$ cat src/rtl/btn_pkg.sv
// rtl/btn_pkg.sv - shared state encoding for the button event channels
package btn_pkg;

  localparam int BTN_STATE_W = 2;

  typedef enum logic [BTN_STATE_W-1:0] {
    BTN_IDLE     = 2'd0,
    BTN_PRESSED  = 2'd1,
    BTN_HELD     = 2'd2,
    BTN_RELEASED = 2'd3
  } btn_state_t;

endpackage

$ cat src/rtl/btn_channel.sv
// rtl/btn_channel.sv - one button: synchroniser, debouncer, event FSM, auto-repeat
// Auto-repeat is built only when BTN_AUTOREPEAT_EN is defined.
import btn_pkg::*;

module btn_channel #(
  parameter int DEBOUNCE_CYCLES = 250000,
  parameter int REPEAT_DELAY    = 25000000,
  parameter int REPEAT_PERIOD   = 5000000,
  parameter int ACTIVE_LOW      = 1
) (
  input  logic       clk,
  input  logic       reset,
  input  logic       raw,
  output logic       press_pulse,
  output logic       release_pulse,
  output logic       held,
  output logic       repeat_pulse,
  output btn_state_t state
);

  localparam int CW = $clog2(DEBOUNCE_CYCLES + 1);
  localparam logic [CW-1:0] CNT_LIMIT = CW'(DEBOUNCE_CYCLES);

  if (DEBOUNCE_CYCLES < 1) begin : g_bad_debounce
    $error("DEBOUNCE_CYCLES must be at least 1");
  end
  if (REPEAT_DELAY < 1 || REPEAT_PERIOD < 1) begin : g_bad_repeat
    $error("REPEAT_DELAY and REPEAT_PERIOD must be at least 1");
  end

  logic          raw_in;
  logic [1:0]    sync;
  logic          deb;
  logic [CW-1:0] cnt;
  btn_state_t    state_q;
  btn_state_t    state_d;

  // Polarity is folded in ahead of the synchroniser so everything after sees 1 = pressed.
  assign raw_in = (ACTIVE_LOW != 0) ? ~raw : raw;

  always_ff @(posedge clk) begin
    if (reset) begin
      sync <= 2'b00;
    end else begin
      sync <= {sync[0], raw_in};
    end
  end

  always_ff @(posedge clk) begin
    if (reset) begin
      deb <= 1'b0;
      cnt <= '0;
    end else if (sync[1] == deb) begin
      cnt <= '0;
    end else if (cnt == CNT_LIMIT) begin
      deb <= ~deb;
      cnt <= '0;
    end else begin
      cnt <= cnt + 1'b1;
    end
  end

  always_ff @(posedge clk) begin
    if (reset) begin
      state_q <= BTN_IDLE;
    end else begin
      state_q <= state_d;
    end
  end

  always_comb begin
    state_d = state_q;
    case (state_q)
      BTN_IDLE:     if (deb) state_d = BTN_PRESSED;
      BTN_PRESSED:  state_d = BTN_HELD;
      BTN_HELD:     if (!deb) state_d = BTN_RELEASED;
      BTN_RELEASED: state_d = BTN_IDLE;
      default:      state_d = BTN_IDLE;
    endcase
  end

  assign press_pulse   = (state_q == BTN_PRESSED);
  assign release_pulse = (state_q == BTN_RELEASED);
  assign held          = (state_q == BTN_PRESSED) || (state_q == BTN_HELD);
  assign state         = state_q;

`ifdef BTN_AUTOREPEAT_EN
  localparam int RMAX = (REPEAT_DELAY > REPEAT_PERIOD) ? REPEAT_DELAY : REPEAT_PERIOD;
  localparam int RW   = $clog2(RMAX + 1);
  localparam logic [RW-1:0] DELAY_LAST  = RW'(REPEAT_DELAY - 1);
  localparam logic [RW-1:0] PERIOD_LAST = RW'(REPEAT_PERIOD - 1);

  logic [RW-1:0] rcnt;
  logic          first;
  logic          rep_hit;

  // rcnt holds (cycles spent in HELD since the last pulse) - 1; first selects the initial delay.
  assign rep_hit = (state_q == BTN_HELD) && (rcnt == (first ? DELAY_LAST : PERIOD_LAST));

  always_ff @(posedge clk) begin
    if (reset || state_q != BTN_HELD) begin
      rcnt  <= '0;
      first <= 1'b1;
    end else if (rep_hit) begin
      rcnt  <= '0;
      first <= 1'b0;
    end else begin
      rcnt <= rcnt + 1'b1;
    end
  end

  assign repeat_pulse = rep_hit;
`else
  assign repeat_pulse = 1'b0;
`endif

endmodule

$ cat src/rtl/button_events.sv
// rtl/button_events.sv - multi-channel debounced button event generator
// Auto-repeat pulses are enabled by defining BTN_AUTOREPEAT_EN.
import btn_pkg::*;

module button_events #(
  parameter int NUM_BTN         = 4,
  parameter int DEBOUNCE_CYCLES = 250000,
  parameter int REPEAT_DELAY    = 25000000,
  parameter int REPEAT_PERIOD   = 5000000,
  parameter int ACTIVE_LOW      = 1
) (
  input  logic                   CLOCK_50,
  input  logic                   reset,
  input  logic [NUM_BTN-1:0]     btn_raw,
  output logic [NUM_BTN-1:0]     press_pulse,
  output logic [NUM_BTN-1:0]     release_pulse,
  output logic [NUM_BTN-1:0]     held,
  output logic [NUM_BTN-1:0]     repeat_pulse,
  output logic [2*NUM_BTN-1:0]   btn_state
);

  for (genvar i = 0; i < NUM_BTN; i++) begin : g_ch
    btn_state_t st;

    btn_channel #(
      .DEBOUNCE_CYCLES (DEBOUNCE_CYCLES),
      .REPEAT_DELAY    (REPEAT_DELAY),
      .REPEAT_PERIOD   (REPEAT_PERIOD),
      .ACTIVE_LOW      (ACTIVE_LOW)
    ) u_ch (
      .clk           (CLOCK_50),
      .reset         (reset),
      .raw           (btn_raw[i]),
      .press_pulse   (press_pulse[i]),
      .release_pulse (release_pulse[i]),
      .held          (held[i]),
      .repeat_pulse  (repeat_pulse[i]),
      .state         (st)
    );

    assign btn_state[BTN_STATE_W*i +: BTN_STATE_W] = st;
  end

endmodule

$ cat config.mk
export PLATFORM = sky130hd
export DESIGN_NAME = button_events
export DESIGN_NICKNAME = d
export VERILOG_FILES = /design/src/rtl/btn_pkg.sv /design/src/rtl/btn_channel.sv /design/src/rtl/button_events.sv
export SDC_FILE = /design/constraint.sdc
export NUM_CORES = 1
export LEC_CHECK = 0
export ABC_AREA = 1
export ABC_CLOCK_PERIOD_IN_PS = 3200
export CAP_MARGIN = 20
export CORE_MARGIN = 3
export CORE_UTILIZATION = 40
export CTS_CLUSTER_SIZE = 14
export DETAILED_ROUTE_END_ITERATION = 8
export GPL_TIMING_DRIVEN = 0
export MAX_ROUTING_LAYER = met4
export PLACE_DENSITY_LB_ADDON = 0.25
export SYNTH_ARGS = -nofsm -noshare
export SYNTH_HDL_FRONTEND = slang
export SYNTH_SLANG_ARGS = --single-unit
$ cat constraint.sdc
create_clock -name CLOCK_50 -period 3.2 [get_ports CLOCK_50]
set_clock_uncertainty 0.1 [all_clocks]
set_input_delay 0.64 -clock CLOCK_50 [delete_from_list [all_inputs] [get_ports CLOCK_50]]
set_output_delay 0.64 -clock CLOCK_50 [all_outputs]
set_load 0.01 [all_outputs]
==> results of run 1 <==
[placed cells by master (no fill, tap or decap), types with 5 or more instances in the layout]
| cell type | instances |
|---|---|
| dfxtp_1 | 92 |
| nand3_1 | 34 |
| a21oi_1 | 46 |
| nand4_1 | 19 |
| nor2_2 | 7 |
| xor2_1 | 14 |
| o21ai_0 | 20 |
| nand2_1 | 153 |
| clkbuf_16 | 9 |
| nand3b_1 | 5 |
| inv_1 | 86 |
| xnor2_1 | 8 |
| or2_0 | 7 |
| buf_4 | 16 |
| nor2_1 | 122 |
| clkdlybuf4s50_1 | 25 |
| nor3_1 | 7 |
| ha_1 | 28 |
[flip-flops by register name (all words and copies together) (netlist names)]
name,flops
g_ch.u_ch.cnt,72
g_ch.u_ch.deb,4
g_ch.u_ch.state,8
g_ch.u_ch.sync,8
[stage by stage]
step                      cell area [sq um]  hold WS, ns  utilization, %  setup slack (ns)  cells
after floorplan                        4900        0.288               -              1.52    696
after global placement                 5330        0.296            45.7             0.871    864
after detailed placement               5330        0.293            45.7             0.833    864
after CTS                              5630        0.301            48.3             0.594    878
after global routing                   5630        0.311            48.3             0.534    878
final                                  5630        0.298            48.3             0.628    878
[routing by layer]
metal | part of all wire, % | routed length, um | vias to the layer above | GRT usage (%)
met5 | 0 | 0 | - | -
met4 | 1.7 | 176 | 0 | 6.27
met3 | 3.6 | 361 | 17 | 2.49
met2 | 45 | 4510 | 53 | 26.7
met1 | 50 | 5090 | 1928 | 21.2
li1 | - | - | 2247 | -
[critical path, cell delays in order, from the launching register on]
cell and delay [ns]:
dfxtp_1 0.42, inv_1 0.12, ha_1 0.30, buf_4 0.12, clkdlybuf4s50_1 0.54
[logic make-up after synthesis]
group                    Yosys count
flip-flops                        92
buffers and inverters            109
adder cells (fa/ha/maj)           28
AND/OR/NAND/NOR                  365
AO/OA/AOI/OAI                     76
XOR/XNOR                          22
other                              1
[layout make-up]
cell class | instances | area, sq um
inverter | 87 | 327
multi-input combinational | 495 | 2540
buffer | 22 | 189
fill | 1167 | 6030
tap | 143 | 179
clock inverter | 2 | 60.1
clock buffer | 12 | 246
timing repair buffer | 25 | 250
sequential | 92 | 1840
[worst max path at each step]
| stage | from | endpoint | slack [ns] | cells past startpoint |
|---|---|---|---|---|
| 3_5_place_dp | reset | g_ch[2].u_ch.cnt[9] | 0.83 | 8 |
| 4_1_cts | g_ch[2].u_ch.state[1] | held[2] | 0.59 | 4 |
| 2_1_floorplan | g_ch[0].u_ch.state[0] | held[0] | 1.52 | 3 |
| 6_report | g_ch[2].u_ch.state[1] | held[2] | 0.63 | 4 |
| 3_3_place_gp | reset | g_ch[2].u_ch.cnt[17] | 0.87 | 8 |
| 5_1_grt | g_ch[2].u_ch.state[1] | held[2] | 0.53 | 4 |
[where the power goes]
| part | total [mW] | internal, mW | switching [mW] |
|---|---|---|---|
| Combinational | 0.693 | 0.377 | 0.317 |
| Sequential | 1.25 | 1.20 | 0.0532 |
| Clock | 1.12 | 0.698 | 0.425 |
| Total | 3.06 | 2.27 | 0.795 |
==> metrics.md, run 1 <==
| Metric | Value |
|---|---|
| Status | `finished, final reports clean` |
| Vias in the first global route | `4,128` |
| Antenna cells | `0` |
| CTS tree | `yes` |
| Routability cong. | `0.877` |
| RSZ-0062 raised after global routing | `false` |
| Mapped Area | `0.00489 sq mm` |
| Arr. time, crit path | `1.83 ns` |
| Power per cell area | `544 mW/mm^2` |
| Clk buf depth | `2` |
| Hold path depth | `2` |
| CTS buffer count | `9` |
| Lkg Pwr | `1.91 nW` |
| Synth warn | `0` |
| Crit Path Category | `reg2out` |
| Initial core utilization | `41.9%` |
| Worst-path clk slew | `0.06 ns` |
| CP endpoint kind | `output pin` |
| DRC viols | `0` |
| # setup viols final | `0` |
| FFs w/ async S/R, synth | `0%` |
| Max-cap viol count | `0` |
| Register area share after synthesis | `37.7%` |
| Setup Buffers After CTS | `0` |
| Fin crit share | `80.4%` |
| R2R cell count | `10` |
| Clk Latency, worst-skew pair | `0.34 ns` |
| Slew Viols, Final | `0` |
| Number of synthesized flops with an enable pin | `0` |
| Pin count of the biggest net entering global routing | `14` |
| Distinct cells, synth | `30` |
| Chip Width | `117 um` |
| Final Critical Period | `2.57 ns` |
| Die ar. | `0.0136 sq mm` |
| WL final | `10,100 um` |
| Slew HR | `65.0%` |
| Post-Synth Adder-Cell Area | `7.17%` |
| First-pass GRT wire length | `17,800 um` |
| Clock sink count | `92` |
| Top-count cell post-synth | `nand2_1` |
| Root Buffer | `clkbuf_16` |
| Wire per inst | `11.5 um` |
| Post-synth top area cell | `dfxtp_1` |
| NumNets Final | `766` |
| Synth Area in XOR/XNOR | `3.94%` |
| Fin Setup TNS | `0 ns` |
| IR drop worst, VDD | `0.237 mV` |
| Avg Cell Area, Syn | `7.05 sq um` |
| Commonest cells post-synth | `153 x nand2_1, 122 x nor2_1, 92 x dfxtp_1` |
| Mux contribution to synthesized area | `0%` |
| Via count | `4,245` |
| Num ports | `30` |
| Overflow after GRT | `0` |
| Top-area cell type share of the netlist area | `37.7%` |
| Cts repair resizes | `0` |
| Largest family of logic cells by synthesized area | `simple AND/OR/NAND/NOR gates` |
| Simple logic cell fraction of the synthesized area | `32.2%` |
| Layout cell share with drive strength beyond 1 | `7.35%` |
| Initial DRC count | `200` |
| Hold buffers post-CTS | `0` |
| P&R area growth vs syn | `15.3%` |
| Gate Count Post-Synth | `693` |
| Tot Pwr | `3.06 mW` |
| FMAX | `389 MHz` |
| DPL Wire Length | `7730 um` |
| Synth top area cells | `dfxtp_1 38%, nand2_1 12%, nor2_1 9.4%` |
| FF-to-FF Start | `g_ch[3].u_ch.cnt[0]` |
| Die H | `117 um` |
| Hold Crit Endpoint | `g_ch[0].u_ch.sync[1]` |
| Worst setup SP type | `register` |
| H-tree levels | `3` |
| Gr usage total | `16.6%` |
| Yosys reg bits | `92` |
| CP max FO | `4` |
| DRT antenna net count | `0` |
| Ys flop type | `dfxtp_1` |
| Final hold vios | `0` |
| PortBufs | `25` |
| TritonRoute pass-1 iters | `4` |
| R2r setup slk | `1.46 ns` |
| Row cnt | `39` |
| FF-to-FF End | `g_ch[3].u_ch.cnt[9]` |
| HP Class | `reg2reg` |
| Core Region | `0.0117 sq mm` |
| Hold Path Origin | `g_ch[0].u_ch.sync[0]` |
| Post-synthesis compound-gate area fraction | `8.35%` |
| Antenna violations before repair | `0` |
| DR vias/cell | `4.83` |
| Worst Max-Slew Pin Slew | `0.526 ns` |
| Worst EP required | `2.46 ns` |
Power figures use the tool's default switching activity.
==> run 2, diff against run 1 <==
--- a/config.mk
+++ b/config.mk
@@ -6,7 +6,7 @@
 export NUM_CORES = 1
 export LEC_CHECK = 0
 export ABC_AREA = 1
-export ABC_CLOCK_PERIOD_IN_PS = 3200
+export ABC_CLOCK_PERIOD_IN_PS = 2500
 export CAP_MARGIN = 20
 export CORE_MARGIN = 3
 export CORE_UTILIZATION = 40
==> constraint.sdc (replaced) <==
create_clock -name CLOCK_50 -period 2.5 [get_ports CLOCK_50]
set_clock_uncertainty 0.1 [all_clocks]
set_input_delay 0.5 -clock CLOCK_50 [delete_from_list [all_inputs] [get_ports CLOCK_50]]
set_output_delay 0.5 -clock CLOCK_50 [all_outputs]
set_load 0.01 [all_outputs]
==> run 2 against run 1 <==
Routed wire length unchanged. Worst hold slack unchanged. Die area unchanged. Largest cell class unchanged. Critical path type unchanged. Sequential share of layout area about the same.
==> metrics.md, run 2 (synthesis gave the netlist of run 1 again) <==
| Metric | Value |
|---|---|
| Status | `finished, final reports clean` |
| HP Class | `reg2reg` |
| CTS buffer count | `9 (unchanged)` |
| Clock sink count | `92 (unchanged)` |
| Power per cell area | `697 mW/mm^2 (+28%)` |
| DRC viols | `0 (unchanged)` |
| Gr usage total | `16.6% (unchanged)` |
| Initial core utilization | `41.9% (unchanged)` |
| Antenna cells | `0 (unchanged)` |
| Lkg Pwr | `1.91 nW (about the same)` |
| Wire per inst | `11.5 um (unchanged)` |
| Worst-path clk slew | `0.06 ns (about the same)` |
| RSZ-0062 raised after global routing | `false` |
| PortBufs | `25 (unchanged)` |
| CTS tree | `yes` |
| IR drop worst, VDD | `0.303 mV (+28%)` |
| Overflow after GRT | `0 (unchanged)` |
| Worst setup margin | `0.0802 ns (-0.548 ns)` |
| Crit Path Category | `reg2out` |
| R2R cell count | `10 (unchanged)` |
| First-pass GRT wire length | `17,800 um (unchanged)` |
| Hold buffers post-CTS | `0 (unchanged)` |
| Die ar. | `0.0136 sq mm (unchanged)` |
| DPL Wire Length | `7730 um (unchanged)` |
| Worst EP required | `1.90 ns (-0.56 ns)` |
| Fin Setup TNS | `0 ns (unchanged)` |
| Max-cap viol count | `0 (unchanged)` |
| Most common cell after layout, fill and taps aside | `nand2_1` |
| Slew Viols, Final | `0 (unchanged)` |
| Final Util | `48.3% (about the same)` |
| Die H | `117 um (unchanged)` |
| Largest Register | `g_ch.u_ch.cnt` |
| Num ports | `30 (unchanged)` |
| Final Critical Period | `2.42 ns` |
| Hold path depth | `2 (unchanged)` |
| Cell with the biggest individual delay on the critical path | `clkdlybuf4s50_1` |
| Fin crit share | `96.8%` |
| Clk Latency, worst-skew pair | `0.34 ns (about the same)` |
| Final hold vios | `0 (unchanged)` |
| Pin count of the biggest net entering global routing | `14 (unchanged)` |
| Core Region | `0.0117 sq mm (unchanged)` |
| DR vias/cell | `4.83 (unchanged)` |
| Vias in the first global route | `4,128 (unchanged)` |
| Chip Width | `117 um (unchanged)` |
| Row cnt | `39 (unchanged)` |
| Layout cell share with drive strength beyond 1 | `7.62% (+0.27 points)` |
| Arr. time, crit path | `1.82 ns (about the same)` |
| # setup viols final | `0 (unchanged)` |
| DRT antenna net count | `0 (unchanged)` |
| NumNets Final | `766 (unchanged)` |
| CP cell instances | `inv_1 -> ha_1 -> buf_4 -> clkdlybuf4s50_1` |
| P&R area growth vs syn | `15.3% (about the same)` |
| WL final | `10,100 um (unchanged)` |
| Root Buffer | `clkbuf_16` |
| Antenna violations before repair | `0 (unchanged)` |
| Tot Pwr | `3.93 mW (+28%)` |
| Worst Max-Slew Pin Slew | `0.526 ns (unchanged)` |
| Clk buf depth | `2 (unchanged)` |
| Routability cong. | `0.877 (unchanged)` |
| Slowest Stage Delay on Critical Path | `0.54 ns (about the same)` |
| H-tree levels | `3 (unchanged)` |
| Most frequent cells in the layout | `153 x nand2_1, 122 x nor2_1, 90 x dfxtp_1` |
| Via count | `4,245 (unchanged)` |
| Max reg flops | `72 (unchanged)` |
| Post-Place Setup Slack | `0.273 ns (-0.560 ns)` |
| TritonRoute pass-1 iters | `4 (unchanged)` |
| FMAX | `413 MHz` |
| CP max FO | `4 (unchanged)` |
| Worst setup SP type | `register` |
| Slew HR | `65.0% (unchanged)` |
| CP endpoint kind | `output pin` |
| Initial DRC count | `200 (unchanged)` |
==> run 2: worst max-delay path: cells and delay by family (launching register included) <==
family	cells	cell delay, ns
adders and majority gates	1	0.31
buffers and inverters	3	0.78
DFF	1	0.41
==> run 2: final cells by class <==
type	instances	area [sq um]
flip-flops and latches	92	1840
multi-input cells	495	2540
plain buffers	22	189
inverters	87	327
repair buffers	25	250
clock buffers	12	246
well taps	143	179
clock inverters	2	60.1
fillers	1167	6030
==> run 2: stage by stage <==
stage          hold slack [ns]  cell area (sq um)  cells
2_1_floorplan            0.288               4900    696
3_3_place_gp             0.296               5330    864
3_5_place_dp             0.293               5330    864
4_1_cts                  0.301               5630    878
5_1_grt                  0.311               5640    878
6_report                 0.298               5640    878
==> run 2: what timing repair did <==
action | CTS | global route
resized for setup | 0 | 2
endpoints found under the setup margin | 0 | 2
setup buffers | 0 | 0
==> run 2: final timing paths <==
check                                           start              endpoint  slack [ns]
worst min-delay path             g_ch[0].u_ch.sync[0]  g_ch[0].u_ch.sync[1]        0.30
worst min register to register   g_ch[0].u_ch.sync[0]  g_ch[0].u_ch.sync[1]        0.30
worst max-delay path            g_ch[2].u_ch.state[0]               held[2]        0.08
worst max register to register    g_ch[3].u_ch.cnt[0]   g_ch[3].u_ch.cnt[9]        0.76
==> run 2: per-layer routing <==
metal,part of all wire [%],GRT usage (%),up-vias
met2,45,26.7,53
met3,3.6,2.49,17
met5,0,-,-
li1,-,-,2247
met4,1.7,6.27,0
met1,50,21.2,1928
==> run 2: power breakdown <==
part | internal (mW) | switching, mW
Sequential | 1.53 | 0.0681
Combinational | 0.482 | 0.405
Clock | 0.893 | 0.544
Total | 2.91 | 1.02
